===== config.mk =====
export PLATFORM = sky130hd
export DESIGN_NAME = axi_rd_arbiter
export DESIGN_NICKNAME = d
export VERILOG_FILES = /design/src/rtl/axi_rd_arbiter.sv
export SDC_FILE = /design/constraint.sdc
export NUM_CORES = 1
export LEC_CHECK = 0
export ABC_AREA = 1
export CAP_MARGIN = 20
export CORE_AREA = 2 2 169 171
export DETAILED_ROUTE_END_ITERATION = 7
export DIE_AREA = 0 0 171 173
export GPL_ROUTABILITY_DRIVEN = 0
export GPL_TIMING_DRIVEN = 1
export PLACE_DENSITY = 0.58
export SLEW_MARGIN = 20
export SYNTH_ARGS = -nofsm -noshare
export SYNTH_HDL_FRONTEND = slang
export SYNTH_SLANG_ARGS = --single-unit

===== constraint.sdc =====
create_clock -name clk -period 3.1 [get_ports clk]
set_input_delay 0.465 -clock clk [delete_from_list [all_inputs] [get_ports clk]]
set_output_delay 0.465 -clock clk [all_outputs]
set_load 0.01 [all_outputs]

===== src/rtl/axi_rd_arbiter.sv =====
// axi_rd_arbiter: shares one AXI read master (AR + R channels) between IF and MEM requesters.
// Optional macro YSYX_22041071_ARB_RR_EN selects round-robin; default is fixed MEM-over-IF priority.
module axi_rd_arbiter #(
  parameter int ADDR_W = 64,
  parameter int DATA_W = 64,
  parameter int LEN_W  = 8
) (
  input  logic              clk,
  input  logic              reset,
  // instruction fetch requester
  input  logic              if_ar_valid,
  output logic              if_ar_ready,
  input  logic [ADDR_W-1:0] if_addr,
  input  logic [LEN_W-1:0]  if_len,
  input  logic [1:0]        if_size,
  output logic              if_r_valid,
  input  logic              if_r_ready,
  output logic [DATA_W-1:0] if_r_data,
  output logic [1:0]        if_r_resp,
  output logic              if_r_last,
  // data load requester
  input  logic              mem_ar_valid,
  output logic              mem_ar_ready,
  input  logic [ADDR_W-1:0] mem_addr,
  input  logic [LEN_W-1:0]  mem_len,
  input  logic [1:0]        mem_size,
  output logic              mem_r_valid,
  input  logic              mem_r_ready,
  output logic [DATA_W-1:0] mem_r_data,
  output logic [1:0]        mem_r_resp,
  output logic              mem_r_last,
  // AXI read master
  output logic              axi_ar_valid,
  input  logic              axi_ar_ready,
  output logic [ADDR_W-1:0] axi_ar_addr,
  output logic [LEN_W-1:0]  axi_ar_len,
  output logic [2:0]        axi_ar_size,
  output logic [3:0]        axi_ar_id,
  input  logic              axi_r_valid,
  output logic              axi_r_ready,
  input  logic [DATA_W-1:0] axi_r_data,
  input  logic [1:0]        axi_r_resp,
  input  logic              axi_r_last
);

  typedef enum logic [1:0] {
    IDLE = 2'd0,
    ADDR = 2'd1,
    DATA = 2'd2
  } state_e;

  state_e            state_q, state_d;
  logic              owner_q, owner_d;
  logic [ADDR_W-1:0] ar_addr_q, ar_addr_d;
  logic [LEN_W-1:0]  ar_len_q, ar_len_d;
  logic [2:0]        ar_size_q, ar_size_d;
  logic [3:0]        ar_id_q, ar_id_d;

  logic any_req;
  logic grant_mem;
  logic accept;
  logic owner_r_ready;
  logic r_last_fire;

  // Grants are only issued while out of reset so both ar_ready pulses stay low during reset.
  assign any_req       = if_ar_valid | mem_ar_valid;
  assign accept        = reset & (state_q == IDLE) & any_req;
  assign owner_r_ready = owner_q ? mem_r_ready : if_r_ready;
  assign r_last_fire   = (state_q == DATA) & axi_r_valid & owner_r_ready & axi_r_last;

`ifdef YSYX_22041071_ARB_RR_EN
  logic last_grant_q, last_grant_d;

  // On contention the requester that did not win last time gets the bus.
  always_comb begin
    grant_mem = mem_ar_valid;
    if (if_ar_valid && mem_ar_valid) begin
      grant_mem = ~last_grant_q;
    end
  end

  always_comb begin
    last_grant_d = last_grant_q;
    if (accept) begin
      last_grant_d = grant_mem;
    end
  end

  always_ff @(posedge clk or negedge reset) begin
    if (!reset) begin
      last_grant_q <= 1'b0;
    end else begin
      last_grant_q <= last_grant_d;
    end
  end
`else
  always_comb grant_mem = mem_ar_valid;
`endif

  always_ff @(posedge clk or negedge reset) begin
    if (!reset) begin
      state_q   <= IDLE;
      owner_q   <= 1'b0;
      ar_addr_q <= '0;
      ar_len_q  <= '0;
      ar_size_q <= '0;
      ar_id_q   <= '0;
    end else begin
      state_q   <= state_d;
      owner_q   <= owner_d;
      ar_addr_q <= ar_addr_d;
      ar_len_q  <= ar_len_d;
      ar_size_q <= ar_size_d;
      ar_id_q   <= ar_id_d;
    end
  end

  always_comb begin
    state_d = state_q;
    unique case (state_q)
      IDLE:    if (accept) state_d = ADDR;
      ADDR:    if (axi_ar_ready) state_d = DATA;
      DATA:    if (r_last_fire) state_d = IDLE;
      default: state_d = IDLE;
    endcase
  end

  // The AR fields are captured once at grant time and held for the whole transaction.
  always_comb begin
    owner_d   = owner_q;
    ar_addr_d = ar_addr_q;
    ar_len_d  = ar_len_q;
    ar_size_d = ar_size_q;
    ar_id_d   = ar_id_q;
    if (accept) begin
      owner_d = grant_mem;
      ar_id_d = {3'b000, grant_mem};
      if (grant_mem) begin
        ar_addr_d = mem_addr;
        ar_len_d  = mem_len;
        ar_size_d = {1'b0, mem_size};
      end else begin
        ar_addr_d = if_addr;
        ar_len_d  = if_len;
        ar_size_d = {1'b0, if_size};
      end
    end
  end

  assign axi_ar_addr = ar_addr_q;
  assign axi_ar_len  = ar_len_q;
  assign axi_ar_size = ar_size_q;
  assign axi_ar_id   = ar_id_q;

  // R beats reach only the owner and only during DATA; stray beats elsewhere are never accepted.
  always_comb begin
    axi_ar_valid = (state_q == ADDR);
    if_ar_ready  = 1'b0;
    mem_ar_ready = 1'b0;
    axi_r_ready  = 1'b0;
    if_r_valid   = 1'b0;
    if_r_data    = '0;
    if_r_resp    = '0;
    if_r_last    = 1'b0;
    mem_r_valid  = 1'b0;
    mem_r_data   = '0;
    mem_r_resp   = '0;
    mem_r_last   = 1'b0;
    if (accept) begin
      if_ar_ready  = ~grant_mem;
      mem_ar_ready = grant_mem;
    end
    if (state_q == DATA) begin
      axi_r_ready = owner_r_ready;
      if (owner_q) begin
        mem_r_valid = axi_r_valid;
        mem_r_data  = axi_r_data;
        mem_r_resp  = axi_r_resp;
        mem_r_last  = axi_r_last;
      end else begin
        if_r_valid = axi_r_valid;
        if_r_data  = axi_r_data;
        if_r_resp  = axi_r_resp;
        if_r_last  = axi_r_last;
      end
    end
  end

endmodule


# Word level (Yosys, flattened, before mapping)
# Cells that the tools add are included.
# classes
n_eq_ne	5
n_mux	27
bitwise	7
reduce_logical	2
# ops
op	count
64-bit 2-to-1 mux	5
2-bit 2-to-1 mux	8
1-bit 2-to-1 mux	12
8-bit 2-to-1 mux	1
2-bit one-hot mux with 3 select lines	1
1-bit AND	5
2-bit inequality test (second input constant)	2
3-bit AND reduction	1
2-bit by 1-bit equality test with 1-bit output (second input constant)	1
2-bit equality test (second input constant)	1
2-bit zero test	1
2-bit by 1-bit inequality test with 1-bit output (second input constant)	1
1-bit NOT	1
1-bit bitwise OR	1
# totals
regBits	78
wordCells	46

# Longest topological paths before layout
# Gate-level depths: netlist of run 1.
# logic_depth
ltp_word	6
ltp_mapped	7
mapped_depth_nobuf	6

# Least setup slack after synthesis of run 1
# No wires, ideal clock.
# synth_path
kind	register to output
start	reg state_q[1]
end	out if_r_data[43]
arrival_ns	1.150
slack_ns	1.485
path_stages_with_launch	7
path_buffers	2
path_cell_list	dfrtp_1 > inv_2 > nor2_2 > nand2_1 > buf_2 > buf_2 > nor2_1
# synth_via
elab_chain_cells	2
# synth_lines
item	line	rtl
start, declared	52	state_e state_q, state_d;
start signal, assigned	109	state_q <= state_d;
2-bit equality test	173	if (state_q == DATA) begin
64-bit 2-to-1 mux	173	
end, declared	18	output logic [DATA_W-1:0] if_r_data,
# Every way passes these cells.

# Final worst setup path of run 1
# layout_path
start	reg state_q[1]
end	out mem_r_data[62]
# layout_via
elab_chain_cells	2
# layout_lines
item	line	rtl
2-bit equality test	173	
64-bit 2-to-1 mux	173	
end, declared	29	output logic [DATA_W-1:0] mem_r_data,
# Every way passes these cells.

==> results by group, run 1 <==
Timing
  • RSZ-0062 raised after global routing: no
  • Max-slew violations: 0
  • Fmax: 364 MHz
  • Final period util: 88.7%
  • Skew final: 8.57 ps
  • Final Hold Vio Count: 0
  • Final min period: about 2800 ps
  • Final Setup Violations: 0
  • Slew headroom: between 50% and 60%
  • Min Hold Slack: 189 ps
  • Slew @ Worst Pin: 690 ps
  • Total negative slack: 0 ps

Floorplan
  • Row count: 61
  • Initial Util: 17.7%
  • DIE AREA: 29600 sq um
  • Number of I/O pins: approximately 440
  • Core area: roughly 28000 sq um
  • Chip Width: roughly 170 um
  • Die Y-Extent: 173 um

Clocking
  • Worst skew pair latency: 340 ps
  • H-tree lvl count: 3
  • CTS sink cnt: 77
  • Root Buffer: clkbuf_16
  • Reg clk slew, reported paths: 70 ps
  • CTS buffer count: 9
  • CTS tree: yes
  • Number of buffers inserted by hold repair at cts: 0
  • Post-CTS Setup Repair Bufs: 0
  • CTS max path bufs: 2
  • CTS-repair resized insts: 0

Yosys
  • Post-synth EDFFs: 0
  • Top cell type's share of synthesized area: 39.5%
  • Syn. warnings: 0
  • Ys async rst share: 100%
  • Top cells by area, synth: dfrtp_1 (39%), nand2_1 (29%), nor2_1 (11%)
  • Syn Std Cell Area: 4880 sq um
  • Post-Syn Area per Cell: 5.97 sq um
  • Most frequent cells after synthesis: nand2_1 (383), nor2_1 (138), dfrtp_1 (77), nand3_1 (77), inv_1 (74)
  • Post-synth cell types: 14
  • Top_reg_cell synth: dfrtp_1
  • Yosys top cell by area: dfrtp_1
  • Top-count cell post-synth: nand2_1
  • Post-synthesis sequential area ratio: 39.5%
  • Register bit total from synthesis: 77
  • Syn Inst Count: between 800 and 900

Worst setup path
  • Crit path max fanout: 7
  • Capturing point of the worst reg2reg path: owner_q
  • Reg2reg setup slack: 1300 ps
  • Worst setup EP type: output port
  • Crit path launch type: flop
  • R2r startpoint: state_q[0]
  • WS Path Type: flop to output port
  • Cell depth of the worst flop-to-flop path: 5
  • Critical Path RT: 2630 ps
  • Crit path arrival time: 2290 ps

Pwr
  • Power per cell area: approximately 650 nW/um^2
  • Leakage Power: 4.88 nW
  • Maximum VDD drop: 0.000349 V

Routing
  • Vias: 6375
  • ANT nets after route: 0
  • 1st-pass router iterations: 4
  • # DRC: 0
  • Vias per cell: 3.97
  • DR iter-0 viols: between 300 and 400
  • DR WL/cell: 16.7 um
  • Total routed wirelength: 26700 um

Global routing
  • First-pass GRT wire length: 38600 um
  • Grt ovf: 0
  • Busiest grt layer: met2
  • Met1 GRT Util: 19.4%
  • Vias in the first global route: approximately 6200
  • Grt met3 use: under 10%
  • Antenna violations before repair: 1
  • Largest net degree at the start of global routing: 69
  • GRT met2 Usage: 30.7%
  • Gr usage total: 17.4%

Layout
  • Number of fillers in the final layout: roughly 3000
  • Nets: 1446
  • N_diodes: 0
  • Synth-to-layout area growth: 103%
  • Share of layout cells above drive strength 1: 3.26%

Flow run
  • Max-cap violation count: 0

Status
  • Status: complete, no violations

Worst hold path
  • Hold Crit Class: input port to asynchronous set/reset pin

Placement
  • Hpwl dp: between 20000 and 25000 um
  • Port Buffers: 437
==> placed cells by master (no fill, tap or decap) <==
| cell | n |
|---|---|
| buf_4 | 14 |
| buf_12 | 1 |
| buf_2 | 1 |
| inv_2 | 3 |
| nor2_1 | 138 |
| nand2_2 | 2 |
| clkinvlp_4 | 1 |
| nor2_2 | 1 |
| clkdlybuf4s50_1 | 435 |
| nor2_4 | 2 |
| bufinv_16 | 2 |
| o31ai_1 | 1 |
| inv_1 | 74 |
| clkbuf_16 | 9 |
| inv_6 | 2 |
| clkinv_4 | 1 |
| dfrtp_1 | 77 |
| nand3_1 | 76 |
| nand2_1 | 381 |
| conb_1 | 4 |
| and2_1 | 1 |
| nand3_4 | 1 |
==> stage by stage <==
step           cells  total power, mW  setup slack [ps]  area [sq um]  utilization (%)
4_1_cts         1605             6.59               229          9910             35.9
6_report        1605             6.46               349          9910             35.9
2_1_floorplan    820             3.14              1480          4890                -
3_3_place_gp    1590             5.34               474          9590             34.7
3_5_place_dp    1590             5.35               514          9590             34.7
5_1_grt         1605             6.92               208          9910             35.9
==> flip-flops by register name, indices dropped and copies added (netlist names) <==
name / cells
axi_ar_len: 8
axi_ar_addr: 64
owner_q: 1
state_q: 2
axi_ar_size: 2
==> critical path: stages (launching register included) <==
cell	delay (ps)
dfrtp_1	440
inv_2	50
nor2_2	190
nand2_2	160
nor2_1	450
clkdlybuf4s50_1	650
==> cell type report <==
class                           instances  area [sq um]  share of cell area, %
Inverter                               77           289                   2.92
Clock inverter                          6          93.8                  0.947
Timing Repair Buffer                  451          4480                   45.3
Sequential cell                        77          1930                   19.4
Multi-Input combinational cell        607          2420                   24.4
Tap cell                              378           473                   4.77
Clock buffer                            9           225                   2.27
==> routing by layer <==
| metal | vias up | part of all wire, % | wire length [um] |
|---|---|---|---|
| li1 | 3213 | - | - |
| met1 | 2842 | 39 | 10600 |
| met2 | 281 | 48 | 12900 |
| met3 | 37 | 8.7 | 2320 |
| met4 | 2 | 3.5 | 929 |
| met5 | - | 0.060 | 16 |
==> where the power goes <==
part / switching, mW / internal [mW] / leakage, nW
logic: 1.75 / 1.79 / 3.76
clock network: 0.469 / 0.709 / 0.153
registers: 0.276 / 1.46 / 0.966
total: 2.50 / 3.96 / 4.88
==> worst max-delay path by stage <==
stage	cells after the start	slack, ps	end	start
6_report	5	350	mem_r_data[62]	state_q[1]
5_1_grt	5	210	mem_r_data[62]	state_q[1]
3_3_place_gp	4	470	mem_r_data[61]	axi_r_data[61]
4_1_cts	5	230	mem_r_data[61]	state_q[1]
3_5_place_dp	4	510	mem_r_data[61]	axi_r_data[61]
2_1_floorplan	6	1480	if_r_data[43]	state_q[1]
==> cell families (layout without fill, tap and decap cells) <==
logic type / count (synthesis) / after routing / synth area share, %
AO/OA/AOI/OAI: 1 / 1 / 0.154
AND/OR/NAND/NOR: 602 / 602 / 48.5
buffers and inverters: 136 / 543 / 11.8
flip-flops: 77 / 77 / 39.5
other: 1 / 4 / 0.0769
Power figures use the tool's default switching activity.
==> run 2: changes to the inputs <==
Settings changed: CAP_MARGIN 20 to 25, SKIP_CTS_REPAIR_TIMING from default to 1.
==> results of run 2 <==
No change in the layout: final DEF, timing and power equal those of run 1.
